**src/rtl/alpha_ctrl_pkg.sv**
```systemverilog
`default_nettype none
// ============================================================================
// Module      : alpha_ctrl_pkg
// Description : Shared types and default widths for the alpha ramp sequencer.
// Revision    : 1.0 - initial release
// ============================================================================
package alpha_ctrl_pkg;

  localparam int unsigned c_ALPHA_WIDTH_DEF  = 32;
  localparam int unsigned c_RATE_WIDTH_DEF   = 16;
  localparam int unsigned c_SETTLE_WIDTH_DEF = 24;

  // Sequencer states
  typedef enum logic [1:0] {
    ST_IDLE   = 2'd0,
    ST_RAMP   = 2'd1,
    ST_SETTLE = 2'd2
  } state_e;

endpackage
`default_nettype wire

```
**src/rtl/ramp_tick_gen.sv**
```systemverilog
`default_nettype none
// ============================================================================
// Module      : ramp_tick_gen
// Description : Reloadable down-counter prescaler. While enabled, produces a
//               one-cycle update strobe each time the count sits at zero and
//               reloads itself from reload_val_i on that strobe.
// Revision    : 1.0 - initial release
// ============================================================================
module ramp_tick_gen
  import alpha_ctrl_pkg::*;
#(
  parameter int unsigned RATE_WIDTH = c_RATE_WIDTH_DEF
) (
  input  logic                  clk_i,
  input  logic                  rst_i,
  input  logic                  reload_i,
  input  logic [RATE_WIDTH-1:0] reload_val_i,
  input  logic                  en_i,
  output logic                  tick_o
);

  logic [RATE_WIDTH-1:0] cnt_q;

  // Strobe is taken straight from the registered count so the update lands
  // on the same edge the count would otherwise wrap.
  assign tick_o = en_i && (cnt_q == '0);

  // Down-count while enabled, reload on explicit request or on the strobe
  always_ff @(posedge clk_i or posedge rst_i) begin
    if (rst_i) begin
      cnt_q <= '0;
    end else if (reload_i) begin
      cnt_q <= reload_val_i;
    end else if (en_i) begin
      if (cnt_q == '0) begin
        cnt_q <= reload_val_i;
      end else begin
        cnt_q <= cnt_q - 1'b1;
      end
    end
  end

endmodule
`default_nettype wire

```
**src/rtl/alpha_ramp_ctrl.sv**
```systemverilog
`default_nettype none
// ============================================================================
// Module      : alpha_ramp_ctrl
// Description : Ramps the applied filter alpha toward a loaded target in
//               bounded steps at a programmable rate, waits a settle time,
//               then flags the filter output as settled.
//               Optional macro ALPHA_RAMP_FLUSH_EN: an immediate-jump load
//               (step 0) also pulses flt_rst_o for one cycle.
// Revision    : 1.0 - initial release
// ============================================================================
module alpha_ramp_ctrl
  import alpha_ctrl_pkg::*;
#(
  parameter int unsigned ALPHA_WIDTH  = c_ALPHA_WIDTH_DEF,
  parameter int unsigned RATE_WIDTH   = c_RATE_WIDTH_DEF,
  parameter int unsigned SETTLE_WIDTH = c_SETTLE_WIDTH_DEF
) (
  input  logic                    clk_i,
  input  logic                    rst_i,
  input  logic                    load_i,
  input  logic [ALPHA_WIDTH-1:0]  target_i,
  input  logic [ALPHA_WIDTH-1:0]  step_i,
  input  logic [RATE_WIDTH-1:0]   rate_i,
  input  logic [SETTLE_WIDTH-1:0] settle_i,
  output logic [ALPHA_WIDTH-1:0]  alpha_o,
  output logic                    busy_o,
  output logic                    settled_o,
  output logic                    flt_rst_o
);

  state_e                  state_q;
  logic [ALPHA_WIDTH-1:0]  alpha_q;
  logic [ALPHA_WIDTH-1:0]  target_q;
  logic [ALPHA_WIDTH-1:0]  step_q;
  logic [RATE_WIDTH-1:0]   rate_q;
  logic [SETTLE_WIDTH-1:0] settle_q;
  logic [SETTLE_WIDTH-1:0] settle_cnt_q;
  logic                    busy_q;
  logic                    settled_q;

  logic                    w_tick;
  logic                    w_up;
  logic [ALPHA_WIDTH-1:0]  w_diff;
  logic                    w_step_zero;
  logic                    w_presc_reload;
  logic [RATE_WIDTH-1:0]   w_presc_val;
  logic                    w_presc_en;

  // Magnitude of the remaining distance; no wrap in either direction
  assign w_up   = (target_q > alpha_q);
  assign w_diff = w_up ? (target_q - alpha_q) : (alpha_q - target_q);

  assign w_step_zero = (step_i == '0);

  // A load takes the fresh rate; the strobe-driven reload uses the latched one.
  // The prescaler is frozen on a load cycle so a load always wins over an update.
  assign w_presc_reload = load_i && !w_step_zero;
  assign w_presc_val    = load_i ? rate_i : rate_q;
  assign w_presc_en     = (state_q == ST_RAMP) && !load_i;

  ramp_tick_gen #(
    .RATE_WIDTH (RATE_WIDTH)
  ) u_tick (
    .clk_i        (clk_i),
    .rst_i        (rst_i),
    .reload_i     (w_presc_reload),
    .reload_val_i (w_presc_val),
    .en_i         (w_presc_en),
    .tick_o       (w_tick)
  );

`ifdef ALPHA_RAMP_FLUSH_EN
  logic flt_rst_q;
`endif

  // Sequencer FSM with registered outputs; load has priority in every state
  always_ff @(posedge clk_i or posedge rst_i) begin
    if (rst_i) begin
      state_q      <= ST_IDLE;
      alpha_q      <= '0;
      target_q     <= '0;
      step_q       <= '0;
      rate_q       <= '0;
      settle_q     <= '0;
      settle_cnt_q <= '0;
      busy_q       <= 1'b0;
      settled_q    <= 1'b0;
`ifdef ALPHA_RAMP_FLUSH_EN
      flt_rst_q    <= 1'b0;
`endif
    end else begin
`ifdef ALPHA_RAMP_FLUSH_EN
      flt_rst_q <= 1'b0;
`endif
      if (load_i) begin
        target_q  <= target_i;
        step_q    <= step_i;
        rate_q    <= rate_i;
        settle_q  <= settle_i;
        busy_q    <= 1'b1;
        settled_q <= 1'b0;
        if (w_step_zero) begin
          alpha_q      <= target_i;
          settle_cnt_q <= settle_i;
          state_q      <= ST_SETTLE;
`ifdef ALPHA_RAMP_FLUSH_EN
          flt_rst_q    <= 1'b1;
`endif
        end else begin
          state_q <= ST_RAMP;
        end
      end else begin
        case (state_q)
          ST_RAMP: begin
            if (w_tick) begin
              if (w_diff <= step_q) begin
                alpha_q      <= target_q;
                settle_cnt_q <= settle_q;
                state_q      <= ST_SETTLE;
              end else if (w_up) begin
                alpha_q <= alpha_q + step_q;
              end else begin
                alpha_q <= alpha_q - step_q;
              end
            end
          end
          ST_SETTLE: begin
            if (settle_cnt_q != '0) begin
              settle_cnt_q <= settle_cnt_q - 1'b1;
            end else begin
              state_q   <= ST_IDLE;
              busy_q    <= 1'b0;
              settled_q <= 1'b1;
            end
          end
          default: begin
            state_q <= ST_IDLE;
          end
        endcase
      end
    end
  end

  assign alpha_o   = alpha_q;
  assign busy_o    = busy_q;
  assign settled_o = settled_q;
`ifdef ALPHA_RAMP_FLUSH_EN
  assign flt_rst_o = flt_rst_q;
`else
  assign flt_rst_o = 1'b0;
`endif

endmodule
`default_nettype wire

```
**config.mk**
```make
export PLATFORM = sky130hd
export DESIGN_NAME = alpha_ramp_ctrl
export DESIGN_NICKNAME = d
export VERILOG_FILES = /design/src/rtl/alpha_ctrl_pkg.sv /design/src/rtl/ramp_tick_gen.sv /design/src/rtl/alpha_ramp_ctrl.sv
export SDC_FILE = /design/constraint.sdc
export NUM_CORES = 1
export LEC_CHECK = 0
export CAP_MARGIN = 10
export CORE_MARGIN = 3
export CORE_UTILIZATION = 60
export DETAILED_ROUTE_END_ITERATION = 8
export DONT_BUFFER_PORTS = 1
export HOLD_SLACK_MARGIN = 0.15
export PLACE_DENSITY = 0.85
export SKIP_LAST_GASP = 1
export SLEW_MARGIN = 15
export SYNTH_ARGS = -nofsm -noshare
export SYNTH_HDL_FRONTEND = slang
export SYNTH_SLANG_ARGS = --single-unit
export TNS_END_PERCENT = 10
```
**constraint.sdc**
```tcl
create_clock -name clk_i -period 9.1 [get_ports clk_i]
set_input_delay 1.82 -clock clk_i [delete_from_list [all_inputs] [get_ports clk_i]]
set_output_delay 1.82 -clock clk_i [all_outputs]
set_load 0.05 [all_outputs]
```
======== Word-level counts from Yosys, hierarchy flattened ========
Cells that the tools add are included.
word-level totals
  memory bits (read-only) ................. 0
  latch bits .............................. 0
  memories ................................ 0
  memory bits (writable) .................. 0
  logic and storage cells ................. 72
  register bits after elaboration ......... 180
operators by class
  multiply operators ...................... 0
  magnitude comparators ................... 2
  bitwise gates (word level) .............. 0
  shift-type cells ........................ 0
  add/sub/neg operators ................... 6
  equality and inequality tests ........... 8
  mux-type cells .......................... 29
  reductions and logical operators ........ 17
  div/mod/pow operators ................... 0
operators with widths
  operator                 number
  $mux W32                 7
  $mux W24                 5
  $sub A32 B32 Y32         3
  $mux W16                 4
  $pmux W24 S2             1
  $add A32 B32 Y32         1
  $gt A32 B32 Y1           1
  $le A32 B32 Y1           1
  $logic_not A32 Y1        1
  $reduce_bool A24 Y1      1
  $sub A24 B1 Y24 const B  1
  $logic_not A16 Y1        1
  $sub A16 B1 Y16 const B  1
  $mux W2                  5
  $reduce_bool A2 Y1       4
  $mux W1                  6
  $ne A3 B2 Y1 const B     2
  $ne A3 B3 Y1 const B     2
  $reduce_and A3 Y1        2
  $reduce_and A5 Y1        1
  $pmux W2 S2              1
  $logic_and A1 B1 Y1      3
  $reduce_bool A3 Y1       1
  $eq A2 B1 Y1 const B     1
  other kinds (5)          6

======== Depth between registers and ports, before layout ========
  depth in word-level cells ............... 7
  depth in mapped cells ................... 30

======== Hierarchy ========
Synthesis repeated with hierarchy kept, for this count alone.
second synthesis, totals
  cells, all modules ...................... 1,769
  area total of the unflattened synthesis .. 14,681.6 µm²
by module, submodules not included
  module           cells an instance  area each (µm²)  instances
  alpha_ramp_ctrl  1,640              13,548.0         1
  ramp_tick_gen    129                1,133.6          1

======== Worst setup path before layout ========
OpenSTA, ideal clock, no wires.
  kind .................................... reg-to-reg
  start ................................... register alpha_q[1] (netlist: alpha_o[1])
  end ..................................... register settle_cnt_q[10]
  setup slack ............................. 3.139 ns
  cell stages (with the launch flop) ...... 28
  data required time ...................... 8.972 ns
  arrival time ............................ 5.832 ns
  cell sequence ........................... dfrtp_1 > inv_1 > fa_1 > a211oi_1 > o211ai_1 > a311oi_1 > nor3_1 > o21ai_0 > buf_2 > mux2i_1 > o21ai_1 > a211oi_1 > o22ai_1 > xor2_1 > ha_1 > nand4_1 > nor2_1 > and3_1 > nand4_1 > or4_1 > clkbuf_1 > a21oi_1 > a31oi_1 > or2_2 > buf_6 > buf_6 > nand2_1 > o21ai_0
between the ends
  word-level cells in the longest chain between the ends .. 5
ends and longest elaborated chain
  item                                                RTL line                                      text
  start, declared                                     alpha_ramp_ctrl.sv:32                         logic [ALPHA_WIDTH-1:0] alpha_q;
  start signal, assigned                              alpha_ramp_ctrl.sv:103                        alpha_q <= target_i;
  start signal, assigned                              alpha_ramp_ctrl.sv:117                        alpha_q <= target_q;
  start signal, assigned                              alpha_ramp_ctrl.sv:121                        alpha_q <= alpha_q + step_q;
  $sub A32 B32 Y32 or $gt A32 B32 Y1 (tied branches)  alpha_ramp_ctrl.sv:51, alpha_ramp_ctrl.sv:50
  $mux W32 (*)                                        alpha_ramp_ctrl.sv:51                         assign w_diff = w_up ? (target_q - alpha_q) : (alpha_q - target_q);
  $le A32 B32 Y1 (*)                                  alpha_ramp_ctrl.sv:116                        if (w_diff <= step_q) begin
  $ne A3 B2 Y1 (no line) (*)                          --
  $reduce_and A5 Y1 (no line) (*)                     --
  end signal, assigned                                alpha_ramp_ctrl.sv:104                        settle_cnt_q <= settle_i;
  end signal, assigned                                alpha_ramp_ctrl.sv:118                        settle_cnt_q <= settle_q;
  end signal, assigned                                alpha_ramp_ctrl.sv:129                        settle_cnt_q <= settle_cnt_q - 1'b1;
  end, declared                                       alpha_ramp_ctrl.sv:37                         logic [SETTLE_WIDTH-1:0] settle_cnt_q;
Every way passes the cells marked *; elsewhere a longest branch is shown, timed or not.
A chain may end at the register's enable or synchronous reset.

======== Worst setup path in the final report ========
  start ................................... register alpha_q[1] (netlist: alpha_o[1])
  end ..................................... register alpha_q[3] (netlist: alpha_o[3])
between the ends
  word-level cells in the longest chain between the ends .. 7
ends and longest elaborated chain
  item                                                RTL line                                      text
  $sub A32 B32 Y32 or $gt A32 B32 Y1 (tied branches)  alpha_ramp_ctrl.sv:51, alpha_ramp_ctrl.sv:50
  $mux W32                                            alpha_ramp_ctrl.sv:51
  $le A32 B32 Y1                                      alpha_ramp_ctrl.sv:116
  $mux W32 (*)                                        alpha_ramp_ctrl.sv:116
  $mux W32 (*)                                        alpha_ramp_ctrl.sv:115                        if (w_tick) begin
  $mux W32 (*)                                        alpha_ramp_ctrl.sv:113                        case (state_q)
  $mux W32 (*)                                        alpha_ramp_ctrl.sv:95                         if (load_i) begin
Every way passes the cells marked *; elsewhere a longest branch is shown, timed or not. The select of a mux whose other input is x is not followed.

==> out/metrics.yaml <==
seqPwrFrac: 0.326
netlist_area_sq_um: 14600
pin_count: 142
synth_edf_count: 0
power.leakage_nw: 6.67
synthAdderAreaFrac: 0.115
design.core.area_sq_um: 23700
start_util: 0.617
comb_power_share: 0.401
worstHoldPathType: "flip-flop to flip-flop"
finalCoreUtilization: 0.648
wl_per_cell_microns: 20.9
grt_pass1_wl_microns: 69000
synthFlopType: "dfrtp_1"
critPathArrivalTime_ns: 8.29
synth_top_family_by_area: "compound AO/OA/AOI/OAI gates"
synth-compound-area-share: 0.247
synth_seq_area_share: 0.308
fin_crit_sh: 0.875
track_usage: 0.330
hold_viol_final: 0
yosysUniqueCellTypes: 71
relSlewSlack: 0.184
worst_slew_pin_slew_ns: 1.22
cts.sinks: 180
synthXorXnorAreaFrac: 0.0582
fin_area_sq_um: 15400
max_clock_freq_ghz: 0.126
area_growth_pct: 5.12
grt_pass1_vias: 13000
clockBufferDepth: 2
wl_microns: 43500
antenna_cells: 0
first_pass_iters: 7
clock_latency_ns: 0.45
fin_crit_ns: 7.96
timing.final.max_slew_violations: 0
register_area_sq_um: 4500
die_w_microns: 162
route.detailed.drc: 0
setup_viol: 0
ir_drop_uv: 175
status: "complete, no violations"
pwr-share-clk: 0.273
io_buffers: 0
overflow: 0
drtIter0Drc: 1369
fill_cells: 2047
fin_nets: 1988
power.density_nw_per_um2: 189
grt_max_degree: 254
layout_common_cells: "o21ai_0, nand2_1, dfrtp_1"
required_ns: 9.43
tns_ns: 0
syn-instance-count: 1805
r2r-start: "alpha_o[1]"
path_clk_slew_ns: 0.09
layout-drive-gt1-share: 0.0659
netSwitchingFraction: 0.409
num_rows: 56
drv_cap: 0
final_common_cell: "o21ai_0"
p_switching_w: 0.00119
placed_area_sq_um: 14700
vias: 13500
hp-start: "u_tick.cnt_q[11]"
root_buffer: "clkbuf_16"
finalWeightedCongestion: 0.976
skew_ns: 0.0221
ant_nets: 0
worstSetupStartpoint: "alpha_o[1]"
yosys.area_share.simple: 0.162
ys_warn_count: 0
crit_path_end_kind: "flip-flop"
critical_path_class: "flip-flop to flip-flop"
synth_nets: 2045
routed_via_density: 6.49
rsz0062_at_grt: "false"
synthArstFlopShare: 1.00
synth_mux_area_frac: 0.0494
worst_setup_path_start_kind: "flip-flop"
h-tree-depth: 4
cts_tree: "yes"
ys_seq_elements: 180
path_max_fanout: 20
numCtsBuffers: 17
intPower_w: 0.00172
post-cts-setup-buffer-count: 0
dp_hpwl_microns: 32800
post_cts_resized: 0
power_w: 0.00290
synth.avg_cell_area_sq_um: 8.09
multi_input_area_sq_um: 9240
hold_buffers: 0
antenna_found_initial: 2
dieArea_sq_um: 26300
die_h_microns: 162
==> final timing paths <==
check / slack, ns / cells past startpoint / to
worst max-delay path: 1.14 / 23 / alpha_o[3]
worst min-delay path: 0.50 / 2 / u_tick.cnt_q[11]
worst max register to register: 1.14 / 23 / alpha_o[3]
worst min register to register: 0.50 / 2 / u_tick.cnt_q[11]
max in group asynchronous: 6.52 / 2 / step_q[15]
min in group asynchronous: 1.26 / 1 / settle_q[17]
==> per-stage QoR <==
step | setup WS (ns) | instances | hold slack [ns]
2_1_floorplan | 2.39 | 1805 | 0.456
3_3_place_gp | 1.56 | 2048 | 0.472
3_5_place_dp | 1.22 | 2048 | 0.482
4_1_cts | 1.22 | 2080 | 0.501
5_1_grt | 0.721 | 2080 | 0.520
6_report | 1.14 | 2080 | 0.504
==> per-layer routing <==
| metal | vias up | track usage | share of wire | wire length [microns] |
|---|---|---|---|---|
| li1 | 6327 | - | - | - |
| met2 | 681 | 0.515 | 0.45 | 19700 |
| met4 | 4 | 0.123 | 0.035 | 1540 |
| met1 | 6367 | 0.444 | 0.41 | 17900 |
| met3 | 118 | 0.0862 | 0.098 | 4260 |
| met5 | - | 0 | 0.00078 | 34 |
==> cells by family (layout without fill, tap and decap cells) <==
group,count (synthesis),count (layout)
adder cells (fa/ha/maj),133,133
AO/OA/AOI/OAI,610,610
XOR/XNOR,97,97
AND/OR/NAND/NOR,502,502
buffers and inverters,216,172
other,1,1
multiplexers,66,66
flip-flops,180,180
==> cells in the mapped netlist, types with 8 or more instances <==
cell,number,share of area
o21ai_0,228,0.078
dfrtp_1,180,0.31
nand2_1,180,0.046
a21oi_1,170,0.058
ha_1,130,0.11
nor2_1,129,0.033
inv_1,128,0.033
xnor2_1,71,0.043
clkbuf_1,51,0.013
mux2_2,49,0.038
nor3_1,35,0.012
a21o_1,34,0.017
nand4_1,29,0.012
a211oi_1,27,0.014
xor2_1,26,0.016
nor4_1,25,0.011
buf_2,23,0.0079
mux2i_1,17,0.012
nand3_1,17,0.0058
o31ai_1,16,0.0082
o21ai_1,15,0.0051
o21bai_1,15,0.0077
nor2b_1,14,0.0060
o211ai_1,13,0.0067
or3_1,13,0.0056
a31oi_1,12,0.0051
o21a_1,11,0.0057
nand2b_1,10,0.0043
buf_1,9,0.0023
and3_1,8,0.0034
or2_2,8,0.0034
==> critical path, cell delays in order (launching register included) <==
cell	delay, ns
dfrtp_1	0.77
inv_1	0.26
fa_1	0.52
a211oi_1	0.29
o211ai_1	0.18
a311oi_1	0.30
nor3_1	0.14
o21ai_2	0.82
buf_4	0.41
o21ai_0	0.20
o31ai_1	0.51
a2bb2oi_1	0.16
xnor2_1	0.19
ha_1	0.31
nand4_1	0.11
nor2_1	0.18
and3_1	0.21
nand4_1	0.19
or4_1	0.67
nand2_1	0.40
buf_4	0.41
mux2i_1	0.24
o21ai_0	0.09
mux2_2	0.26
==> layout make-up <==
| class | instances | area share |
|---|---|---|
| Clock inverter | 15 | 0.0138 |
| Clock buffer | 17 | 0.0277 |
| Sequential cell | 180 | 0.293 |
| Multi-Input combinational cell | 1409 | 0.602 |
| Tap cell | 319 | 0.0260 |
| Inverter | 129 | 0.0319 |
| Timing Repair Buffer | 11 | 0.00538 |
==> power by group through the flow <==
| stage | logic (W) | clock network, W | registers (W) |
|---|---|---|---|
| 5_1_grt | 0.00128 | 0.000831 | 0.000959 |
| 6_report | 0.00116 | 0.000792 | 0.000948 |
| 3_5_place_dp | 0.00113 | 0 | 0.000960 |
| 2_1_floorplan | 0.000878 | 0 | 0.000940 |
| 3_3_place_gp | 0.00111 | 0 | 0.000955 |
| 4_1_cts | 0.00114 | 0.000799 | 0.000946 |
==> registers in the layout, indices dropped and copies added, names as in the netlist <==
name	count
alpha_o	32
busy_o	1
rate_q	16
settle_cnt_q	24
settle_q	24
settled_o	1
state_q	2
step_q	32
target_q	32
u_tick.cnt_q	16
Note: power is estimated with default switching activity, not from simulation.
